`src/rtl/blink_pkg.sv`:
```
// Shared types and constants for the score blinker.
// State encoding, score width and default blink timing.
package blink_pkg;

  localparam int SCORE_W        = 4;
  localparam int DEF_ON_CYCLES  = 25_000_000;
  localparam int DEF_OFF_CYCLES = 25_000_000;

  typedef enum logic [1:0] {
    IDLE,
    ON,
    OFF,
    FINISH
  } state_t;

endpackage

```
`src/rtl/phase_timer.sv`:
```
// Loadable down-counter timing one ON or OFF phase.
// Loading value L keeps the phase alive for L+1 cycles.
module phase_timer #(
  parameter int W = 8
) (
  input  logic         clk,
  input  logic         rst_n,
  input  logic         i_load,
  input  logic [W-1:0] i_load_val,
  output logic         o_expired
);

  logic [W-1:0] r_cnt;

  // Load takes priority; otherwise count down and hold at zero.
  always_ff @(posedge clk or negedge rst_n) begin
    if (!rst_n) begin
      r_cnt <= '0;
    end else if (i_load) begin
      r_cnt <= i_load_val;
    end else if (r_cnt != '0) begin
      r_cnt <= r_cnt - W'(1);
    end
  end

  assign o_expired = (r_cnt == '0);

endmodule

```
`src/rtl/score_blinker.sv`:
```
// Blinks an LED SCORE times per START request, then pulses DONE.
// SCORE_BLINKER_ZERO_BLINK_EN: a zero score gives one long blink.
module score_blinker
  import blink_pkg::*;
#(
  parameter int ON_CYCLES  = DEF_ON_CYCLES,
  parameter int OFF_CYCLES = DEF_OFF_CYCLES
) (
  input  logic               clk,
  input  logic               RST_N,
  input  logic               START,
  input  logic [SCORE_W-1:0] SCORE,
  output logic               LED,
  output logic               BUSY,
  output logic               DONE
);

  localparam int TW =
    $clog2(4 * ON_CYCLES + OFF_CYCLES + 1);

  localparam logic [TW-1:0] ON_LD  =
    TW'(ON_CYCLES - 1);
  localparam logic [TW-1:0] OFF_LD =
    TW'(OFF_CYCLES - 1);
`ifdef SCORE_BLINKER_ZERO_BLINK_EN
  localparam logic [TW-1:0] LONG_LD =
    TW'(4 * ON_CYCLES - 1);
`endif

  state_t               r_state;
  state_t               w_next;
  logic [SCORE_W-1:0]   r_count;
  logic                 w_load;
  logic [TW-1:0]        w_load_val;
  logic                 w_latch;
  logic                 w_dec;
  logic                 w_expired;

  phase_timer #(
    .W(TW)
  ) u_timer (
    .clk       (clk),
    .rst_n     (RST_N),
    .i_load    (w_load),
    .i_load_val(w_load_val),
    .o_expired (w_expired)
  );

  // State register.
  always_ff @(posedge clk or negedge RST_N) begin
    if (!RST_N) begin
      r_state <= IDLE;
    end else begin
      r_state <= w_next;
    end
  end

  // Blink counter: latched at start, stepped down after each OFF.
  always_ff @(posedge clk or negedge RST_N) begin
    if (!RST_N) begin
      r_count <= '0;
    end else if (w_latch) begin
      r_count <= SCORE;
    end else if (w_dec && r_count != '0) begin
      r_count <= r_count - SCORE_W'(1);
    end
  end

  // Next state plus timer load on every entry to ON/OFF.
  always_comb begin
    w_next     = r_state;
    w_load     = 1'b0;
    w_load_val = ON_LD;
    w_latch    = 1'b0;
    w_dec      = 1'b0;
    unique case (r_state)
      IDLE: begin
        if (START) begin
          w_latch = 1'b1;
          if (SCORE != '0) begin
            w_next = ON;
            w_load = 1'b1;
          end else begin
`ifdef SCORE_BLINKER_ZERO_BLINK_EN
            w_next     = ON;
            w_load     = 1'b1;
            w_load_val = LONG_LD;
`else
            w_next = FINISH;
`endif
          end
        end
      end
      ON: begin
        if (w_expired) begin
          w_next     = OFF;
          w_load     = 1'b1;
          w_load_val = OFF_LD;
        end
      end
      OFF: begin
        if (w_expired) begin
          w_dec = 1'b1;
          if (r_count <= SCORE_W'(1)) begin
            w_next = FINISH;
          end else begin
            w_next = ON;
            w_load = 1'b1;
          end
        end
      end
      FINISH: begin
        w_next = IDLE;
      end
    endcase
  end

  assign LED  = (r_state == ON);
  assign BUSY = (r_state == ON) || (r_state == OFF);
  assign DONE = (r_state == FINISH);

endmodule

```
`config.mk`:
```
export PLATFORM = sky130hd
export DESIGN_NAME = score_blinker
export DESIGN_NICKNAME = d
export VERILOG_FILES = /design/src/rtl/blink_pkg.sv /design/src/rtl/phase_timer.sv /design/src/rtl/score_blinker.sv
export SDC_FILE = /design/constraint.sdc
export NUM_CORES = 1
export LEC_CHECK = 0
export BUFFER_PORTS_ARGS = -buffer_cell sky130_fd_sc_hd__buf_2
export CORE_ASPECT_RATIO = 0.8
export CORE_MARGIN = 2
export CORE_UTILIZATION = 40
export CTS_CLUSTER_DIAMETER = 100
export DETAILED_ROUTE_END_ITERATION = 7
export PLACE_DENSITY = 0.58
export SLEW_MARGIN = 20
export SYNTH_ARGS = -nofsm -noshare
export SYNTH_HDL_FRONTEND = slang
export SYNTH_HIERARCHICAL = 1
export SYNTH_SLANG_ARGS = --single-unit
```
`constraint.sdc`:
```
create_clock -name clk -period 3.25 [get_ports clk]
set_input_delay 0.1625 -clock clk [delete_from_list [all_inputs] [get_ports clk]]
set_output_delay 0.1625 -clock clk [all_outputs]
set_load 0.05 [all_outputs]
```
==> out/summary.json <==
{
  "share_seq_of_total_power": {"value": 48.8, "unit": "%"},
  "final_layout_size_suffix_gt1_share": {"value": 13.65, "unit": "%"},
  "finalSetupViolations": {"value": 0},
  "design.core.area": {"value": 5036, "unit": "um2"},
  "crit_fanout": {"value": 23},
  "tritoncts_clock_tree": {"value": "yes"},
  "cts_post_setup_buffers_inserted": {"value": 0},
  "timing_worst_slew_pin_value": {"value": 0.7715, "unit": "ns"},
  "min_delay_path_depth": {"value": 2},
  "switching_power": {"value": 647.9, "unit": "uW"},
  "cpLargestDelayFamily": {"value": "simple AND/OR/NAND/NOR gates"},
  "cp_num_buf_inv": {"value": 3},
  "num-nets-final": {"value": 286},
  "power.share.clock": {"value": 18.1, "unit": "%"},
  "worstSkewPairLatency": {"value": 0.28, "unit": "ns"},
  "place.detailed.hpwl": {"value": 3.219, "unit": "mm"},
  "fp.dieArea": {"value": 5845, "unit": "um2"},
  "die_x": {"value": 84.98, "unit": "um"},
  "worst_slack": {"value": 0.5204, "unit": "ns"},
  "combPwrFrac": {"value": 33.1, "unit": "%"},
  "numCtsBuffers": {"value": 5},
  "count_of_flip_flops_with_a_built_in_enable_after_synthesis": {"value": 0},
  "regToRegStartpoint": {"value": "u_timer/r_cnt[0]"},
  "timing.final.hold_violations": {"value": 0},
  "timing.setup.tns": {"value": 0, "unit": "ns"},
  "dr_total_vias": {"value": 1674},
  "syn_inst": {"value": 231},
  "biggest_cell_delay_along_the_critical_path": {"value": 0.43, "unit": "ns"},
  "power.internal": {"value": 1.078, "unit": "mW"},
  "yosys_synthesis_warning_count": {"value": 6},
  "cellLeakagePower": {"value": 0.9618, "unit": "nW"},
  "cts.clk_slew.worst_paths": {"value": 0.07, "unit": "ns"},
  "max-slew-margin-rel": {"value": 48.56, "unit": "%"},
  "timing.critical_path.from_type": {"value": "register"},
  "syn_avg_cell_area": {"value": 9.083, "unit": "um2"},
  "period_minus_slack": {"value": 2.730, "unit": "ns"},
  "num_io_pins": {"value": 10},
  "clkSinkCount": {"value": 33},
  "setup.reg_to_reg.worst_slack": {"value": 0.52, "unit": "ns"},
  "status": {"value": "finished, final reports clean"},
  "fin_worst_skew": {"value": 0.007503, "unit": "ns"},
  "drc": {"value": 0},
  "grt_first_pass_wirelength": {"value": 7.521, "unit": "mm"},
  "floorplan.rows": {"value": 23},
  "crit_path_frequent_cell": {"value": "inv_1"},
  "synth-async-reset-ratio": {"value": 100.0, "unit": "%"},
  "timing.critical_path.from": {"value": "u_timer/r_cnt[0]"},
  "worstSetupPathDepth": {"value": 10},
  "worst_setup_path_endpoint": {"value": "u_timer/r_cnt[22]"},
  "clock_path_buffers": {"value": 2},
  "grt_pass1_vias": {"value": 1511},
  "routed_wl": {"value": 4.433, "unit": "mm"},
  "synthToLayoutAreaGrowth": {"value": 15.27, "unit": "%"},
  "post_cts_resize_count": {"value": 0},
  "setup.worst_path.end_class": {"value": "register"},
  "count_of_distinct_cell_types_in_the_synthesized_netlist": {"value": 48},
  "worst_ep_required_time": {"value": 3.41, "unit": "ns"},
  "rsz0062_at_grt": {"value": "no"},
  "critPathKind": {"value": "reg2reg"},
  "initialDrtViolationCount": {"value": 71},
  "seq_area_frac_synth": {"value": 39.36, "unit": "%"},
  "sw_frac_of_total": {"value": 37.54, "unit": "%"},
  "period_utilisation_layout": {"value": 83.99, "unit": "%"},
  "timing.critical_path.slowest_stage_cell": {"value": "or3b_1"},
  "route.detailed.wl_per_inst": {"value": 13.31, "unit": "um"},
  "fmax": {"value": 0.3664, "unit": "GHz"},
  "ys_dominant_reg_cell": {"value": "dfrtp_1"},
  "pwr_density_cell": {"value": 713.6, "unit": "nW/um2"},
  "maxCapViolCount": {"value": 0},
  "critPathArrivalTime": {"value": 2.89, "unit": "ns"},
  "buffer_ports.inserted": {"value": 9},
  "placed_area": {"value": 2322, "unit": "um2"},
  "final_weighted_congestion_in_routability_driven_placement": {"value": 0.7642},
  "worstHoldPathType": {"value": "in2reg"},
  "global_route.usage.total": {"value": 16.65, "unit": "%"},
  "design_area": {"value": 2419, "unit": "um2"},
  "grt_max_degree": {"value": 34},
  "power.total": {"value": 1.726, "unit": "mW"},
  "worst_vdd_drop": {"value": 0.3334, "unit": "mV"},
  "num_antenna_cells": {"value": 0},
  "grt_overflow": {"value": 0},
  "cts_root_buffer": {"value": "clkbuf_8"},
  "avgViaCountPerCell": {"value": 5.027},
  "total_count_of_max_transition_violations_in_the_final_report": {"value": 0},
  "postSynthRegisterBits": {"value": 33},
  "syn-cell-area": {"value": 2098, "unit": "um2"},
  "floorplan.initialDensity": {"value": 41.66, "unit": "%"},
  "preCtsSetupSlack": {"value": 0.5213, "unit": "ns"},
  "drt-pass1-iter-count": {"value": 4},
  "deepest_level_of_the_cts_h_tree": {"value": 2},
  "critical_path.reg2reg.endpoint": {"value": "u_timer/r_cnt[22]"},
  "reg2regPathDepth": {"value": 10},
  "drtAntennaViolNets": {"value": 0},
  "antenna_found_initial": {"value": 0},
  "crit_chain": {"value": "inv_1 -> ha_1 -> or3b_1 -> nor4b_4 -> and3_1 -> inv_1 -> o31ai_2 -> buf_4 -> nor3_1 -> a221o_1"},
  "die_height": {"value": 68.78, "unit": "um"}
}
repair_timing:
action	in CTS	in global routing
hold buffers	1	0
setup endpoints to repair	0	0
hold endpoints to repair	33	0
cell usage after synthesis (all sizes together) (2+ instances only):
library cell	count	area [um2]
dfrtp	33	825.8
nor2	28	107.6
nand2	22	82.58
o21ai	16	80.07
xnor2	16	140.1
a211oi	12	95.09
nor4	12	96.34
a21oi	9	48.80
inv	9	33.78
nor3	9	45.04
ha	8	100.1
mux2i	6	60.06
or3	6	42.54
clkbuf	5	18.77
xor2	4	35.03
mux2	3	33.78
nand3	3	15.01
or2	3	18.77
and2	2	12.51
and3	2	12.51
buf	2	16.26
conb	2	7.510
o31a	2	17.52
or3b	2	17.52
logic make-up (layout without fill, tap and decap cells):
family	Yosys count	count (layout)	synth area share, %
flip-flops	33	33	39.36
adder cells (fa/ha/maj)	8	8	4.771
other	2	27	0.3579
multiplexers	9	9	4.472
AND/OR/NAND/NOR	94	94	24.33
AO/OA/AOI/OAI	48	48	14.91
buffers and inverters	17	32	3.458
XOR/XNOR	20	20	8.348
sequential cells by signal, indices dropped and copies added, names as in the netlist:
signal,count
r_count,4
r_state,2
u_timer/r_cnt,27
placed cells by master, fill, tap and decap left out, types with 3 or more instances in the layout:
cell / count
o21ai_0: 15
clkbuf_8: 6
a211oi_1: 11
inv_1: 9
xor2_1: 4
dfrtp_1: 33
buf_4: 5
a21oi_1: 8
nor4_1: 10
mux2_2: 3
nand3_1: 3
nor2_1: 27
or3_1: 5
ha_1: 8
or2_2: 3
nor3_1: 9
buf_2: 9
xnor2_1: 16
conb_1: 27
mux2i_1: 6
nand2_1: 22
final cells by class:
cell class	instances	area, um2
fill	479	2618
inverter	10	37.54
tap	62	77.57
sequential	33	825.8
multi-input combinational	206	1299
timing repair buffer	15	92.59
clock buffer	7	86.33
layer usage:
metal,share of wire (%),GRT usage (%)
met1,56,24.91
met2,41,24.41
met3,2.8,3.929
met4,0.47,3.571
met5,0,0
worst min-delay path by stage:
stage | start | end | slack, ns
after floorplan | RST_N | r_count[0] | -0.13
after global placement | RST_N | u_timer/r_cnt[25] | 0.29
after detailed placement | RST_N | u_timer/r_cnt[26] | 0.29
after CTS | SCORE[3] | r_count[3] | 0.13
after global routing | SCORE[1] | r_count[1] | 0.13
final | SCORE[1] | r_count[1] | 0.14
worst reg2reg max path: stages (launching register included):
cell and delay [ns]:
dfrtp_1 0.38, inv_1 0.09, ha_1 0.21, or3b_1 0.43
nor4b_4 0.25, and3_1 0.21, inv_1 0.07, o31ai_2 0.28
buf_4 0.29, nor3_1 0.10, a221o_1 0.33
power groups by stage:
stage | combinational [mW] | clock [mW] | sequential [mW]
finish | 0.571 | 0.312 | 0.843
global route | 0.655 | 0.345 | 0.880
CTS | 0.576 | 0.326 | 0.839
detailed placement | 0.572 | 0 | 0.844
global placement | 0.557 | 0 | 0.844
floorplan | 0.496 | 0 | 0.772
per-stage QoR:
| stage | utilization (%) | hold WS, ns | std cells |
|---|---|---|---|
| after floorplan | - | -0.1331 | 256 |
| after global placement | 46.11 | 0.2854 | 325 |
| after detailed placement | 46.11 | 0.2908 | 325 |
| after CTS | 48.02 | 0.1336 | 333 |
| after global routing | 48.02 | 0.1329 | 333 |
| final | 48.02 | 0.1406 | 333 |
(Power assumes the default switching activity.)
